**config.mk**
```make
export PLATFORM = sky130hd
export DESIGN_NAME = tama_input_ctrl
export DESIGN_NICKNAME = d
export VERILOG_FILES = /design/src/rtl/tama_input_ctrl.sv
export SDC_FILE = /design/constraint.sdc
export NUM_CORES = 1
export LEC_CHECK = 0
export CAP_MARGIN = 10
export CORE_UTILIZATION = 62
export DETAILED_ROUTE_END_ITERATION = 8
export GPL_TIMING_DRIVEN = 0
export PLACE_DENSITY = 0.9
export SETUP_SLACK_MARGIN = 0.3
export SLEW_MARGIN = 5
export SYNTH_ARGS = -nofsm -noshare
export SYNTH_HDL_FRONTEND = slang
export SYNTH_SLANG_ARGS = --single-unit
export TNS_END_PERCENT = 30
```
**constraint.sdc**
```tcl
create_clock -name clk -period 3.15 [get_ports clk]
set_clock_uncertainty 0.1 [all_clocks]
set_input_delay 0.7875 -clock clk [delete_from_list [all_inputs] [get_ports clk]]
set_output_delay 0.7875 -clock clk [all_outputs]
set_load 0.1 [all_outputs]
```
**src/rtl/tama_input_ctrl.sv**
```systemverilog
// Button front end for the pet stat FSM: synchronise and debounce select/action buttons,
// rotate the action selector, and emit one-cycle action or game-reset pulses with a cooldown.
module tama_input_ctrl #(
  parameter int DEBOUNCE_CYCLES = 1_000_000,
  parameter int LONG_CYCLES     = 150_000_000,
  parameter int COOLDOWN_CYCLES = 50_000_000,
  parameter int BTN_ACTIVE_LOW  = 1
) (
  input  logic       clk,
  input  logic       Reset,
  input  logic       btn_select,
  input  logic       btn_action,
  output logic [1:0] sel_action,
  output logic       feed_pulse,
  output logic       sleep_pulse,
  output logic       play_pulse,
  output logic       heal_pulse,
  output logic       game_reset_pulse,
  output logic       busy
);

  localparam int DB_W   = $clog2(DEBOUNCE_CYCLES + 1);
  localparam int HOLD_W = $clog2(LONG_CYCLES + 1);
  localparam int CD_W   = $clog2(COOLDOWN_CYCLES + 1);
  localparam logic              REL_LVL   = (BTN_ACTIVE_LOW != 0);
  localparam logic [DB_W-1:0]   DB_LAST   = DB_W'(DEBOUNCE_CYCLES - 1);
  localparam logic [HOLD_W-1:0] LONG_LAST = HOLD_W'(LONG_CYCLES - 1);
  localparam logic [CD_W-1:0]   CD_LAST   = CD_W'(COOLDOWN_CYCLES - 1);

  typedef enum logic [1:0] {IDLE, PRESSED, LONG_HELD, COOLDOWN} state_t;

  // Bit 0 is the select button, bit 1 the action button.
  logic [1:0]      rawBtn, sync1, sync2, pressed, clean, cleanD, rise, fall;
  logic [DB_W-1:0] dbCnt [2];

  state_t            state, stateNxt;
  logic [HOLD_W-1:0] holdCnt, holdCntNxt;
  logic [CD_W-1:0]   cdCnt, cdCntNxt;
  logic [1:0]        selLat, selLatNxt;
  logic [4:0]        pulse, pulseNxt;

  assign rawBtn  = {btn_action, btn_select};
  assign pressed = sync2 ^ {2{REL_LVL}};
  assign rise    = clean & ~cleanD;
  assign fall    = ~clean & cleanD;

  // Any cycle where synced and clean levels agree restarts the count, so bounces never flip.
  always_ff @(posedge clk) begin
    if (!Reset) begin
      sync1    <= {2{REL_LVL}};
      sync2    <= {2{REL_LVL}};
      clean    <= '0;
      cleanD   <= '0;
      dbCnt[0] <= '0;
      dbCnt[1] <= '0;
    end else begin
      sync1  <= rawBtn;
      sync2  <= sync1;
      cleanD <= clean;
      for (int i = 0; i < 2; i++) begin
        if (pressed[i] != clean[i]) begin
          if (dbCnt[i] == DB_LAST) begin
            clean[i] <= ~clean[i];
            dbCnt[i] <= '0;
          end else begin
            dbCnt[i] <= dbCnt[i] + 1'b1;
          end
        end else begin
          dbCnt[i] <= '0;
        end
      end
    end
  end

  always_ff @(posedge clk) begin
    if (!Reset) begin
      sel_action <= 2'd0;
    end else if (rise[0]) begin
      sel_action <= sel_action + 2'd1;
    end
  end

  always_comb begin
    stateNxt   = state;
    holdCntNxt = holdCnt;
    cdCntNxt   = cdCnt;
    selLatNxt  = selLat;
    pulseNxt   = '0;
    unique case (state)
      IDLE: begin
        if (rise[1]) begin
          stateNxt   = PRESSED;
          holdCntNxt = '0;
          selLatNxt  = sel_action;
        end
      end
      PRESSED: begin
        if (holdCnt != '1) holdCntNxt = holdCnt + 1'b1;
        if (fall[1] && (holdCnt < LONG_LAST)) begin
          stateNxt         = COOLDOWN;
          cdCntNxt         = '0;
          pulseNxt[selLat] = 1'b1;
        end else if (holdCnt == LONG_LAST) begin
          // A release landing exactly on the threshold still counts as a long press.
          stateNxt    = fall[1] ? COOLDOWN : LONG_HELD;
          cdCntNxt    = '0;
          pulseNxt[4] = 1'b1;
        end
      end
      LONG_HELD: begin
        if (fall[1]) begin
          stateNxt = COOLDOWN;
          cdCntNxt = '0;
        end
      end
      COOLDOWN: begin
        if (cdCnt == CD_LAST) begin
          stateNxt = IDLE;
          cdCntNxt = '0;
        end else if (cdCnt != '1) begin
          cdCntNxt = cdCnt + 1'b1;
        end
      end
      default: stateNxt = IDLE;
    endcase
  end

  always_ff @(posedge clk) begin
    if (!Reset) begin
      state   <= IDLE;
      holdCnt <= '0;
      cdCnt   <= '0;
      selLat  <= 2'd0;
      pulse   <= '0;
      busy    <= 1'b0;
    end else begin
      state   <= stateNxt;
      holdCnt <= holdCntNxt;
      cdCnt   <= cdCntNxt;
      selLat  <= selLatNxt;
      pulse   <= pulseNxt;
      busy    <= (stateNxt != IDLE);
    end
  end

  assign {game_reset_pulse, heal_pulse, play_pulse, sleep_pulse, feed_pulse} = pulse;

endmodule

```
Word level (Yosys, flattened, before mapping) --
Memories as Yosys holds them, arrays and structs flattened. Cells that the tools add are included.
Word-level totals: bits in registers 74, memory bits (writable) 40, input port bits 4, output and inout bits 8, word-level logic and storage cells 114, memories 1
Cells by class: add/subtract/negate cells 5, magnitude comparators 3, equality and inequality tests 16, mux-type cells 48, bitwise gates (word level) 15, reductions and logical operators 13
Memories:
- dbCnt | words 2, bits a word 20, rd ports 2, clocked after memory_dff 0, wr ports 2, line 34 | logic [DB_W-1:0] dbCnt [2];
Operators by type and width (count):
- 2-to-1 mux 26 bit | 5
- 2-to-1 mux 20 bit | 6
- case mux 26 bit (3 select lines) | 1
- 2-to-1 mux 28 bit | 2
- case mux 28 bit (2 select lines) | 1
- adder 20 x 1 -> 20 bit, second input constant | 2
- == test 20 bit, second input constant | 2
- adder 28 x 1 -> 28 bit, second input constant | 1
- == test 28 bit, second input constant | 1
- less-than comparator 28 bit, second input constant | 1
- != test 28 bit, second input constant | 1
- adder 26 x 1 -> 26 bit, second input constant | 1
- == test 26 bit, second input constant | 1
- 2-to-1 mux 1 bit | 26
- != test 26 bit, second input constant | 1
- 2-to-1 mux 2 bit | 5
- case mux 2 bit (4 select lines) | 1
- != test 2 bit, second input constant | 3
- != test 3 bit, second input constant | 2
- inverter 2 bit | 3
- bitwise OR 1 bit | 6
- AND reduction 2 bit | 3
- AND reduction 3 bit | 2
- bitwise AND 2 bit | 2
- other kinds (14) | 21

Depth between registers and ports, before layout --
Gate-level depths: netlist of the first run.
word-level depth 8, gate-level depth with buffers 9, mapped depth without buffers 7

Least setup slack after synthesis of the first run --
Ideal clock, no wire load.
kind register to register, from register cdCnt[0], to register cdCnt[15], library setup time 134 ps, arrival time 2160 ps, required time 2916 ps, path slack 756 ps, stages on the path, launching flop included 9, path buffers 1, clock period less this slack 2394 ps, cells stage by stage dfxtp_1 -> ha_1 -> nand4_1 -> or4_4 -> o21a_1 -> and2_1 -> buf_6 -> a41oi_1 -> a311oi_1
Between the ends: cells in the longest elaborated chain, start to end 4, elaborated cells on any way between the ends 8, classes of those cells add/sub (1); eq/ne (3); mux (3); reduce/logical (1)
Ends and longest elaborated chain:
- start, declared | line 38 | logic [CD_W-1:0] cdCnt, cdCntNxt;
- start signal, assigned | line 139 | cdCnt <= cdCntNxt;
- adder 26 x 1 -> 26 bit | line 121 | cdCntNxt = cdCnt + 1'b1;
- 2-to-1 mux 26 bit | line 120 | end else if (cdCnt != '1) begin
- 2-to-1 mux 26 bit | line 117 | if (cdCnt == CD_LAST) begin
- case mux 26 bit (3 select lines) | line 89 | unique case (state)
Parallel ways exist; a longest one is shown, timed or not. The select of a mux whose other input is x is not followed. A chain may end at the register's enable or synchronous reset.

Worst setup path after layout of the first run --
from register pulse[1], to output port sleep_pulse
RTL lines:
- start, declared | line 40 | logic [4:0] pulse, pulseNxt;
- start signal, assigned | line 141 | pulse <= pulseNxt;
- end, declared | line 15 | output logic sleep_pulse,
No word-level cell between the ends.

==> Implementation_results.wiki, run 1 <==
{| class="wikitable"
! Metric !! Value
|-
| Insertion delay to the later sink of the worst-skew pair || 0.52 ns
|-
| # nets final || 711
|-
| Worst Setup Path Type || flip-flop to primary output
|-
| Distinct cell type count after synthesis || 53
|-
| Synth warn || 0
|-
| Post-Place Cells || roughly 800
|-
| Area of the core || roughly 8800 sq um
|-
| Share of the synthesized netlist area taken by xor and xnor gates || under 10%
|-
| Die Width || 98.07 um
|-
| Clock slew at the register clock pins of the worst setup and hold paths || ~0.050 ns
|-
| Final cell count without fillers || just over 800
|-
| Weighted congestion at the end of routability-driven global placement || just over 0.9
|-
| Number of buffers added on ports || 11
|-
| Library cell used as clock root buffer || sky130_fd_sc_hd__clkbuf_8
|-
| Top-Level Pins || 12
|-
| Antenna violations before repair || 0
|-
| TritonCTS clock tree || done
|-
| Number of global-route vias before repair || roughly 5000
|-
| Run status || complete, no violations
|-
| Clk sink count || between 100 and 150
|-
| Share of the yosys chip area belonging to registers || a little under half
|-
| Starting density of the core || about 65%
|-
| Number of pins with negative max-slew slack in the final report || 0
|-
| Final Cycle Share || between 90% and 100%
|-
| Critical path startpoint category || flip-flop
|-
| Final count of negative-setup-slack endpoints || 0
|-
| Routed vias || just over 5000
|-
| Setup crit end kind || primary output
|-
| First drt pass iteration count || 5
|-
| Layout cells sized above 1 || around 6.7%
|-
| Longest individual stage delay on the worst path || between 1 and 1.5 ns
|-
| Setup tns final || 0 ns
|-
| Crit path arrival time || 1.96 ns
|-
| Mux share of post-synthesis cell area || less than 1%
|-
| Most instantiated flip-flop cell in the synthesis netlist || sky130_fd_sc_hd__dfxtp_1
|-
| Relative slew margins || between 30% and 40%
|-
| Die Outline Area || a little under 10000 sq um
|-
| Synthesized netlist cell count || between 600 and 700
|-
| Unrepaired setup endpoints after global routing || yes
|-
| Wire length per cell || roughly 16 um
|-
| Post-detailed-route DRC marker count || 0
|-
| Required time at the endpoint of the critical path || ~2.3 ns
|-
| Final hold violations || 0
|-
| Fmax || ~350 MHz
|-
| Number of placement rows || 34
|-
| Count of nets left with antenna violations after detail routing || 0
|-
| Number of flops mapped to enable cells by yosys || 40
|-
| Total leakage power || around 2.3 nW
|-
| Largest net degree at the start of global routing || 17
|-
| Most common library cell in the layout ignoring fill and taps || sky130_fd_sc_hd__nor2_1
|-
| Global-route wire length before repair || approximately 23000 um
|-
| Least-Margin Pin Slew || slightly below 1 ns
|-
| Mean Syn Cell Area || 9.068 sq um
|-
| Share of synthesized cell area in and, or, nand and nor gates || around 28%
|-
| Total number of H-tree levels || 4
|-
| Half-perimeter wire length after placement || roughly 8700 um
|-
| Arithmetic-cell share of the synthesized area counting full adders, half adders and majority gates || less than 1%
|-
| Area added between synthesis and finish || 17.19%
|-
| Crit Path Max Fanout || 1
|-
| Starting DRC count in detailed routing || 353
|-
| Cell-by-cell trace of the critical path || clkdlybuf4s50_1
|-
| Family of cells with the greatest summed delay on the critical path || buffers and inverters
|-
| CTS Buffer Depth || 2
|-
| Flops & latches, synth || approximately 110
|-
| N_diodes || 0
|-
| Main combinational cell family by area after synthesis || simple AND/OR/NAND/NOR gates
|-
| Max-capacitance violation count || 0
|-
| Worst-case hold slack || approximately 0.34 ns
|-
| Post-synthesis compound-gate area fraction || between 10% and 20%
|-
| Filler cell count || ~580
|-
| Die span in y || roughly 98 um
|-
| TritonCTS buffer count || 17
|-
| Power density normalized to cell area || ~520 nW/um^2
|-
| Cell area after synthesis || between 5000 and 6000 sq um
|-
| Time the final worst path needs with I/O delays and setup || 2.848 ns
|-
| IR drop worst, VDD || roughly 0.29 mV
|-
| Proportion of synthesized flip-flops having asynchronous set or reset || 0%
|-
| Per-cell via count in the routed design || 6.115
|-
| Total grt overflow || 0
|-
| Buffering stage count on the worst path with inverters included || 1
|-
| Worst min-delay path class || flip-flop to flip-flop
|-
| Total Power Consumption || between 0.003 and 0.004 W
|-
| Commonest cells after routing, fill and taps aside || sky130_fd_sc_hd__nor2_1, sky130_fd_sc_hd__dfxtp_1, sky130_fd_sc_hd__nand2_1, sky130_fd_sc_hd__edfxtp_1, sky130_fd_sc_hd__conb_1
|-
| GR Util All Layers || a little under 30%
|-
| Final wirelength || approximately 13000 um
|-
| Number of buffers inserted for hold repair after clock tree synthesis || 0
|-
| Crit-path slowest cell || sky130_fd_sc_hd__clkdlybuf4s50_1
|}
-- per-stage QoR --
step	area [sq um]	utilization, %	setup slack (ns)
finish	6705	75.78	0.3016
global route	6705	75.78	0.2542
CTS	6676	75.45	0.2169
detailed placement	6113	69.09	0.1791
global placement	6113	69.09	0.2150
floorplan	5868	-	0.7561
-- Yosys cell counts (16+ instances only) --
cell	number	area [sq um]
sky130_fd_sc_hd__a21oi_1	16	80.08
sky130_fd_sc_hd__clkbuf_1	18	67.56
sky130_fd_sc_hd__dfxtp_1	74	1481
sky130_fd_sc_hd__edfxtp_1	40	1201
sky130_fd_sc_hd__nand2_1	58	217.7
sky130_fd_sc_hd__nand3_1	37	185.2
sky130_fd_sc_hd__nand4_1	24	150.1
sky130_fd_sc_hd__nor2_1	97	364.1
sky130_fd_sc_hd__nor3_1	17	85.08
sky130_fd_sc_hd__o21ai_0	20	100.1
sky130_fd_sc_hd__xnor2_1	31	271.5
sky130_fd_sc_hd__xor2_1	30	262.8
-- path summary, 6_finish.rpt --
check	startpoint	to	slack (ns)	depth (start not counted)
worst max-delay path	pulse[1]	sleep_pulse	0.30	1
worst min-delay path	sync1[0]	sync2[0]	0.34	1
worst max register to register	cdCnt[0]	cdCnt[15]	0.37	8
worst min register to register	sync1[0]	sync2[0]	0.34	1
-- logic make-up after synthesis --
group	count (synthesis)
AOI/OAI and AO/OA	93
xor gates and xnor gates	61
adders and majority gates	4
buffers and inverters	35
DFF	114
muxes	4
other	1
and+or+nand+nor	319
-- area by class of cell --
cell class | instances | area (sq um) | share of cell area (%)
plain buffers | 24 | 102.6 | 1.530
clock buffers | 19 | 421.7 | 6.288
repair buffers | 14 | 133.9 | 1.997
clock inverters | 13 | 142.6 | 2.127
flip-flops and latches | 114 | 2683 | 40.01
multi-input cells | 521 | 3045 | 45.42
inverters | 11 | 41.29 | 0.6158
well taps | 108 | 135.1 | 2.015
-- per-layer routing --
layer  GRT usage, %  routed length [um]  up-vias
li1               -                   -     2407
met1          33.40                5286     2385
met2          52.55                6827      207
met3          6.013                 802       40
met4          14.22                 345        0
met5              0                   0        -
-- repair_timing --
item | CTS | global route
gates resized for setup | 1 | 2
pin swaps | 0 | 2
buffers inserted | 0 | 3
setup endpoints to repair | 3 | 22
-- registers in the layout, indices dropped and copies added (netlist names), 5 cells and up --
| register | cells |
|---|---|
| cdCnt | 26 |
| pulse | 5 |
| holdCnt | 28 |
| dbCnt | 40 |
-- power by group --
| part | internal [W] | switching, W | leakage [nW] |
|---|---|---|---|
| Sequential | 0.00155 | 0.0000261 | 1.01 |
| Combinational | 0.0000243 | 0.0000478 | 1.01 |
| Clock | 0.00119 | 0.000655 | 0.270 |
(Power assumes the default switching activity.)
==> run 2: changes to the inputs <==
==> constraint.sdc (replaced) <==
create_clock -name clk -period 3.15 [get_ports clk]
set_clock_uncertainty 0.1 [all_clocks]
set_input_delay 0.63 -clock clk [delete_from_list [all_inputs] [get_ports clk]]
set_output_delay 0.63 -clock clk [all_outputs]
set_load 0.1 [all_outputs]
==> run 2 against run 1 <==
Compared with the run above:
- final cell count unchanged
- highest routed layer unchanged
- fmax increased by 3.0%
- sequential share of layout area barely moved
- global-route usage did not move
- combinational power shrank 0.6%
- sequential power is essentially flat
- critical path depth unchanged
==> Implementation_results.wiki, run 2 (synthesis gave the netlist of run 1 again) <==
{| class="wikitable"
! Metric !! Value
|-
| Power density normalized to cell area || approximately 520 nW/um^2
|-
| Least-Margin Pin Slew || slightly below 1 ns
|-
| Max reg flops || 40
|-
| Die Width || roughly 100 um
|-
| Largest net degree at the start of global routing || 17
|-
| Area of the core || ~8800 sq um
|-
| Final wirelength || roughly 13000 um
|-
| Total number of H-tree levels || 4
|-
| Final count of negative-setup-slack endpoints || 0
|-
| Wire length per cell || about 16 um
|-
| Family of cells with the greatest summed delay on the critical path || buffers and inverters
|-
| Relative slew margins || roughly a third
|-
| Insertion delay to the later sink of the worst-skew pair || approximately 0.52 ns
|-
| Area added between synthesis and finish || 17.23%
|-
| Register with the most flip-flops || dbCnt
|-
| Number of buffers added on ports || 11
|-
| Crit path arrival time || 2.04 ns
|-
| Internal power || approximately 0.0028 W
|-
| Required time at the endpoint of the critical path || 2.42 ns
|-
| Final cell count without fillers || 824
|-
| Crit Path Max Fanout || 3
|-
| Seq pwr share || between 40 and 50%
|-
| IR drop worst, VDD || 0.2850 mV
|-
| Crit-path slowest cell || sky130_fd_sc_hd__clkdlybuf4s50_1
|-
| Fmax || 361.5 MHz
|-
| CTS Buffer Depth || 2
|-
| Max-capacitance violation count || 0
|-
| Run status || complete, no violations
|-
| TritonCTS clock tree || done
|-
| Worst min-delay path class || flip-flop to flip-flop
|-
| First drt pass iteration count || 7
|-
| Final worst setup slack || 0.3837 ns
|-
| Routed vias || between 5000 and 6000
|-
| Clock slew at the register clock pins of the worst setup and hold paths || 0.05 ns
|-
| Clk sink count || 114
|-
| Number of pins with negative max-slew slack in the final report || 0
|-
| Number of placement rows || 34
|-
| Global-route wire length before repair || around 23000 um
|-
| Time the final worst path needs with I/O delays and setup || between 2 and 3 ns
|-
| Final Cycle Share || roughly 90%
|-
| Portion of total power attributed to the clock network || between 50% and 60%
|-
| Starting DRC count in detailed routing || 334
|-
| Largest regs || dbCnt: 40 flops, holdCnt: 28 flops, cdCnt: 26 flops
|-
| Cell-by-cell trace of the critical path || clkdlybuf4s50_1
|-
| Die Outline Area || between 9000 and 10000 sq um
|-
| TritonCTS buffer count || 17
|-
| Post-detailed-route DRC marker count || 0
|-
| GR Util All Layers || about 30%
|-
| Unrepaired setup endpoints after global routing || yes
|-
| Post-Place Cells || 789
|-
| Buffering stage count on the worst path with inverters included || 1
|-
| Top-Level Pins || 12
|-
| Worst Setup Path Type || flip-flop to primary output
|-
| Library cell used as clock root buffer || sky130_fd_sc_hd__clkbuf_8
|-
| Half-perimeter wire length after placement || approximately 8700 um
|-
| Commonest cells after routing, fill and taps aside || sky130_fd_sc_hd__nor2_1, sky130_fd_sc_hd__dfxtp_1, sky130_fd_sc_hd__nand2_1, sky130_fd_sc_hd__edfxtp_1, sky130_fd_sc_hd__conb_1
|-
| Number of buffers inserted for hold repair after clock tree synthesis || 0
|-
| Net Sw Frac || 20.92%
|-
| Weighted congestion at the end of routability-driven global placement || 0.9154
|-
| Per-cell via count in the routed design || between 6 and 7
|-
| Count of nets left with antenna violations after detail routing || 0
|-
| Setup crit end kind || primary output
|-
| Antenna violations before repair || 0
|-
| Starting density of the core || 64.66%
|-
| Switch Pwr || between 0.0007 and 0.0008 W
|-
| Total leakage power || 2.285 nW
|-
| N_diodes || 0
|-
| # nets final || just over 700
|-
| Total grt overflow || 0
|-
| Combinational group share of total power || about 2.1%
|-
| Number of global-route vias before repair || ~5000
|-
| Most common library cell in the layout ignoring fill and taps || sky130_fd_sc_hd__nor2_1
|-
| Longest individual stage delay on the worst path || around 1.2 ns
|-
| Critical path startpoint category || flip-flop
|-
| Minimum setup slack after placement || around 0.34 ns
|-
| Die span in y || a little under 100 um
|-
| Final hold violations || 0
|-
| Setup tns final || 0 ns
|-
| Layout cells sized above 1 || ~6.8%
|}
run 2: changes by cell type in the layout (fill, tap and decap cells not counted), sizes merged:
cell           before  now
dlygate4sd2         1    0
clkdlybuf4s50       9   10
run 2: what timing repair did:
action / CTS / global route
buffers inserted: 0 / 3
setup endpoints to repair: 0 / 17
gates resized for setup: 0 / 3
run 2: per-stage QoR:
stage	util (%)	instance area (sq um)	total power, W	hold slack [ns]
6_report	75.81	6708	0.003491	0.3353
5_1_grt	75.81	6708	0.003580	0.3514
4_1_cts	75.47	6678	0.003491	0.3441
3_5_place_dp	69.09	6113	0.001672	0.3216
3_3_place_gp	69.09	6113	0.001668	0.3081
2_1_floorplan	-	5868	0.001647	0.2863
run 2: final cells by class:
cell class                      instances  area, sq um
Clock inverter                         13        142.6
Fill cell                             577         2141
Inverter                               11        41.29
Tap cell                              108        135.1
Multi-Input combinational cell        521         3045
Clock buffer                           19        421.7
Buffer                                 24        102.6
Sequential cell                       114         2684
Timing Repair Buffer                   14        135.1
run 2: path summary, 6_finish.rpt:
| path | end | slack [ns] | from | cells after the start |
|---|---|---|---|---|
| max reg2reg | cdCnt[15] | 0.40 | cdCnt[1] | 8 |
| min reg2reg | sync2[0] | 0.34 | sync1[0] | 1 |
| min | sync2[0] | 0.34 | sync1[0] | 1 |
| max | sel_action[1] | 0.38 | sel_action[1] | 1 |
run 2: routing by layer:
metal	routed length (um)	global-route usage, %	vias to the layer above	part of all wire, %
met2	6703	52.55	212	51
met4	394	14.22	0	3.0
met1	5309	33.40	2380	40
met5	0	0	-	0
li1	-	-	2408	-
met3	804	6.013	44	6.1
run 2: power groups by stage:
stage | Combinational [W] | Sequential (W) | Clock, W
final | 0.0000718 | 0.00157 | 0.00184
after global placement | 0.0000668 | 0.00160 | 0
after detailed placement | 0.0000682 | 0.00160 | 0
after global routing | 0.0000812 | 0.00158 | 0.00192
after CTS | 0.0000697 | 0.00157 | 0.00185
after floorplan | 0.0000502 | 0.00160 | 0
==> run 3: changes to the inputs <==
--- a/config.mk
+++ b/config.mk
@@ -5,8 +5,9 @@
 export SDC_FILE = /design/constraint.sdc
 export NUM_CORES = 1
 export LEC_CHECK = 0
+export ABC_AREA = 1
 export CAP_MARGIN = 10
-export CORE_UTILIZATION = 62
+export CORE_UTILIZATION = 63
 export DETAILED_ROUTE_END_ITERATION = 8
 export GPL_TIMING_DRIVEN = 0
 export PLACE_DENSITY = 0.9
==> run 3 against run 2 <==
Compared with the run above:
- count of clock-buffer cells in the layout stayed put
- largest cell class unchanged
- die area is 18% higher
- final cell count is 48% higher
==> Implementation_results.wiki, run 3 <==
{| class="wikitable"
! Metric !! Value
|-
| Run status || complete, no violations
|-
| Minimum setup slack after placement || roughly 0.88 ns
|-
| Family of cells with the greatest summed delay on the critical path || buffers and inverters
|-
| Least-Margin Pin Slew || approximately 1 ns
|-
| Setup crit end kind || primary output
|-
| Cell-by-cell trace of the critical path || clkdlybuf4s50_1
|-
| Total grt overflow || 0
|-
| Seq pwr share || between 40 and 50%
|-
| Worst Setup Path Type || flip-flop to primary output
|-
| Time the final worst path needs with I/O delays and setup || ~2.8 ns
|-
| TritonCTS buffer count || 17
|-
| Fmax || around 350 MHz
|-
| Number of flops mapped to enable cells by yosys || 40
|-
| Global Route met2 Usage || a little under three fifths
|-
| CTS Buffer Depth || 2
|-
| Final count of negative-setup-slack endpoints || 0
|-
| Net Sw Frac || 22.75%
|-
| Number of placement rows || 37
|-
| Proportion of synthesized flip-flops having asynchronous set or reset || 0%
|-
| Global-route wire length before repair || 29740 um
|-
| Capture point of the critical path || busy
|-
| Insertion delay to the later sink of the worst-skew pair || 0.55 ns
|-
| Critical path startpoint category || flip-flop
|-
| Area of the core || roughly 10000 sq um
|-
| Antenna violations before repair || 0
|-
| N_diodes || 0
|-
| Final Cycle Share || roughly nine tenths
|-
| Number of buffers added on ports || 10
|-
| Worst min-delay path class || flip-flop to flip-flop
|-
| Final worst setup slack || ~0.33 ns
|-
| Clk sink count || between 100 and 150
|-
| Total Power Consumption || approximately 0.0036 W
|-
| Largest net degree at the start of global routing || 17
|-
| Layout cells sized above 1 || 10.36%
|-
| Met3 track demand over resource in global routing || under 10%
|-
| Top-Level Pins || 12
|-
| Post-Place Cells || 1185
|-
| Count of nets left with antenna violations after detail routing || 0
|-
| Routed vias || between 6000 and 7000
|-
| Most common library cell in the layout ignoring fill and taps || sky130_fd_sc_hd__nand2_1
|-
| Logic depth of the worst register-to-register path || 7
|-
| Required time at the endpoint of the critical path || ~2.4 ns
|-
| Share of the yosys chip area belonging to registers || ~39%
|-
| Number of pins with negative max-slew slack in the final report || 0
|-
| Cell type with the highest aggregate area in the netlist || sky130_fd_sc_hd__dfxtp_1
|-
| Final hold violations || 0
|-
| Clock slew at the register clock pins of the worst setup and hold paths || approximately 0.07 ns
|-
| Total leakage power || ~3 nW
|-
| Starting DRC count in detailed routing || between 700 and 800
|-
| Area added between synthesis and finish || 14.87%
|-
| Most instantiated flip-flop cell in the synthesis netlist || sky130_fd_sc_hd__dfxtp_1
|-
| Wire length per cell || ~15 um
|-
| Per-cell via count in the routed design || 5.682
|-
| Portion of total power attributed to the clock network || a little over half
|-
| Buffering stage count on the worst path with inverters included || 1
|-
| Die Outline Area || between 10000 and 15000 sq um
|-
| Synth warn || 0
|-
| Met1 Use GR || roughly two fifths
|-
| Synthesized netlist cell count || 1000
|-
| Flops & latches, synth || about 110
|-
| TritonCTS clock tree || done
|-
| Crit path arrival time || between 2 and 2.5 ns
|-
| Post-detailed-route DRC marker count || 0
|-
| Library cell used as clock root buffer || sky130_fd_sc_hd__clkbuf_8
|-
| First drt pass iteration count || 6
|-
| Register with the most flip-flops || dbCnt
|-
| IR drop worst, VDD || just under 0.5 mV
|-
| Most heavily used metal layer in global routing || met2
|-
| Area share of the largest cell type after synthesis || approximately 21%
|-
| Starting density of the core || 66.02%
|-
| GR Util All Layers || roughly 34%
|-
| # nets final || roughly 1100
|-
| Cell area after synthesis || approximately 6900 sq um
|-
| Max reg flops || 40
|-
| Utilization after layout || 75.84%
|-
| Relative slew margins || 34.52%
|-
| Power density normalized to cell area || about 460 nW/um^2
|-
| Distinct cell type count after synthesis || 44
|-
| Crit-path slowest cell || sky130_fd_sc_hd__clkdlybuf4s50_1
|-
| Setup tns final || 0 ns
|-
| Total stage count of the critical path || 1
|-
| Reg-to-reg critical path startpoint || dbCnt[1][0]
|-
| Mean Syn Cell Area || roughly 6.9 sq um
|-
| Crit Path Max Fanout || 1
|-
| Register-to-register setup slack || ~0.7 ns
|-
| Unrepaired setup endpoints after global routing || no
|-
| Die span in y || 106.7 um
|-
| Half-perimeter wire length after placement || between 10000 and 15000 um
|-
| Combinational group share of total power || 2.2%
|-
| Max-capacitance violation count || 0
|-
| Final cell count without fillers || between 1000 and 1500
|-
| # Post-CTS Setup Buffers || 0
|-
| Number of global-route vias before repair || 6370
|-
| Filler cell count || between 800 and 900
|-
| Die Width || between 100 and 150 um
|-
| Weighted congestion at the end of routability-driven global placement || around 1
|-
| Largest regs || dbCnt: 40 flops, holdCnt: 28 flops, cdCnt: 26 flops
|-
| Final wirelength || between 15000 and 20000 um
|-
| Top cells by area in the synthesized netlist || sky130_fd_sc_hd__dfxtp_1, sky130_fd_sc_hd__edfxtp_1, sky130_fd_sc_hd__nand2_1, sky130_fd_sc_hd__nor2_1, sky130_fd_sc_hd__inv_1
|-
| Commonest cells after routing, fill and taps aside || sky130_fd_sc_hd__nand2_1, sky130_fd_sc_hd__nor2_1, sky130_fd_sc_hd__inv_1, sky130_fd_sc_hd__nand3_1, sky130_fd_sc_hd__dfxtp_1
|-
| Total number of H-tree levels || 4
|-
| FF-to-FF End || dbCnt[1][8]
|-
| Most used standard cells in the synthesized netlist || sky130_fd_sc_hd__nand2_1, sky130_fd_sc_hd__nor2_1, sky130_fd_sc_hd__inv_1
|-
| Most numerous cell in the Yosys netlist || sky130_fd_sc_hd__nand2_1
|-
| Internal power || 0.002797 W
|-
| Switch Pwr || roughly 0.0008 W
|-
| Longest individual stage delay on the worst path || between 1 and 1.5 ns
|-
| Source of the critical timing path || busy
|}
## run 3: power groups by stage
stage / combinational (W) / sequential (W) / clock (W)
final: 0.0000813 / 0.00157 / 0.00197
after CTS: 0.0000779 / 0.00157 / 0.00197
after floorplan: 0.0000570 / 0.00159 / 0
after global routing: 0.0000905 / 0.00157 / 0.00205
after detailed placement: 0.0000745 / 0.00160 / 0
after global placement: 0.0000718 / 0.00160 / 0
## run 3: final cells by class
type	instances	area, sq um	area share, %
Multi-Input combinational cell	784	3789	47.75
Sequential cell	114	2683	33.81
Clock buffer	19	464.2	5.850
Inverter	118	442.9	5.582
Tap cell	136	170.2	2.144
Clock inverter	13	143.9	1.813
Buffer	23	140.1	1.766
Timing Repair Buffer	10	102.6	1.293
## run 3: timing repair
item / CTS / global route
setup endpoints to repair: 0 / 1
gates resized for setup: 0 / 1
endpoints found under the hold margin: 0 / 0
hold buffers: 0 / 0
## run 3: how the worst min path moves through the flow
stage | cells after the start | slack, ns | start | to
after global routing | 1 | 0.34 | sync1[1] | sync2[1]
after detailed placement | 1 | 0.32 | sync1[0] | sync2[0]
after global placement | 1 | 0.30 | sync1[1] | sync2[1]
after CTS | 1 | 0.33 | sync1[1] | sync2[1]
final | 1 | 0.33 | sync1[1] | sync2[1]
after floorplan | 1 | 0.29 | sync1[0] | sync2[0]
## run 3: metrics by stage
| stage | cell area, sq um | hold WS [ns] |
|---|---|---|
| after floorplan | 7054 | 0.2925 |
| after global placement | 7325 | 0.2951 |
| after detailed placement | 7325 | 0.3224 |
| after CTS | 7933 | 0.3251 |
| after global routing | 7935 | 0.3428 |
| final | 7935 | 0.3334 |
## run 3: per-layer routing
metal,share of wire (%),routed length [um]
met4,3.1,559
met3,7.0,1271
met2,48,8794
met1,42,7594
met5,0,0
## run 3: cells by family after synthesis
group           count (synthesis)  synth area share, %
simple gates                  609                39.83
buf+inv                       141                8.441
flops                         114                38.83
compound gates                103                8.567
xor+xnor                       28                3.550
fa+ha+maj                       4               0.7245
other cells                     1              0.05429
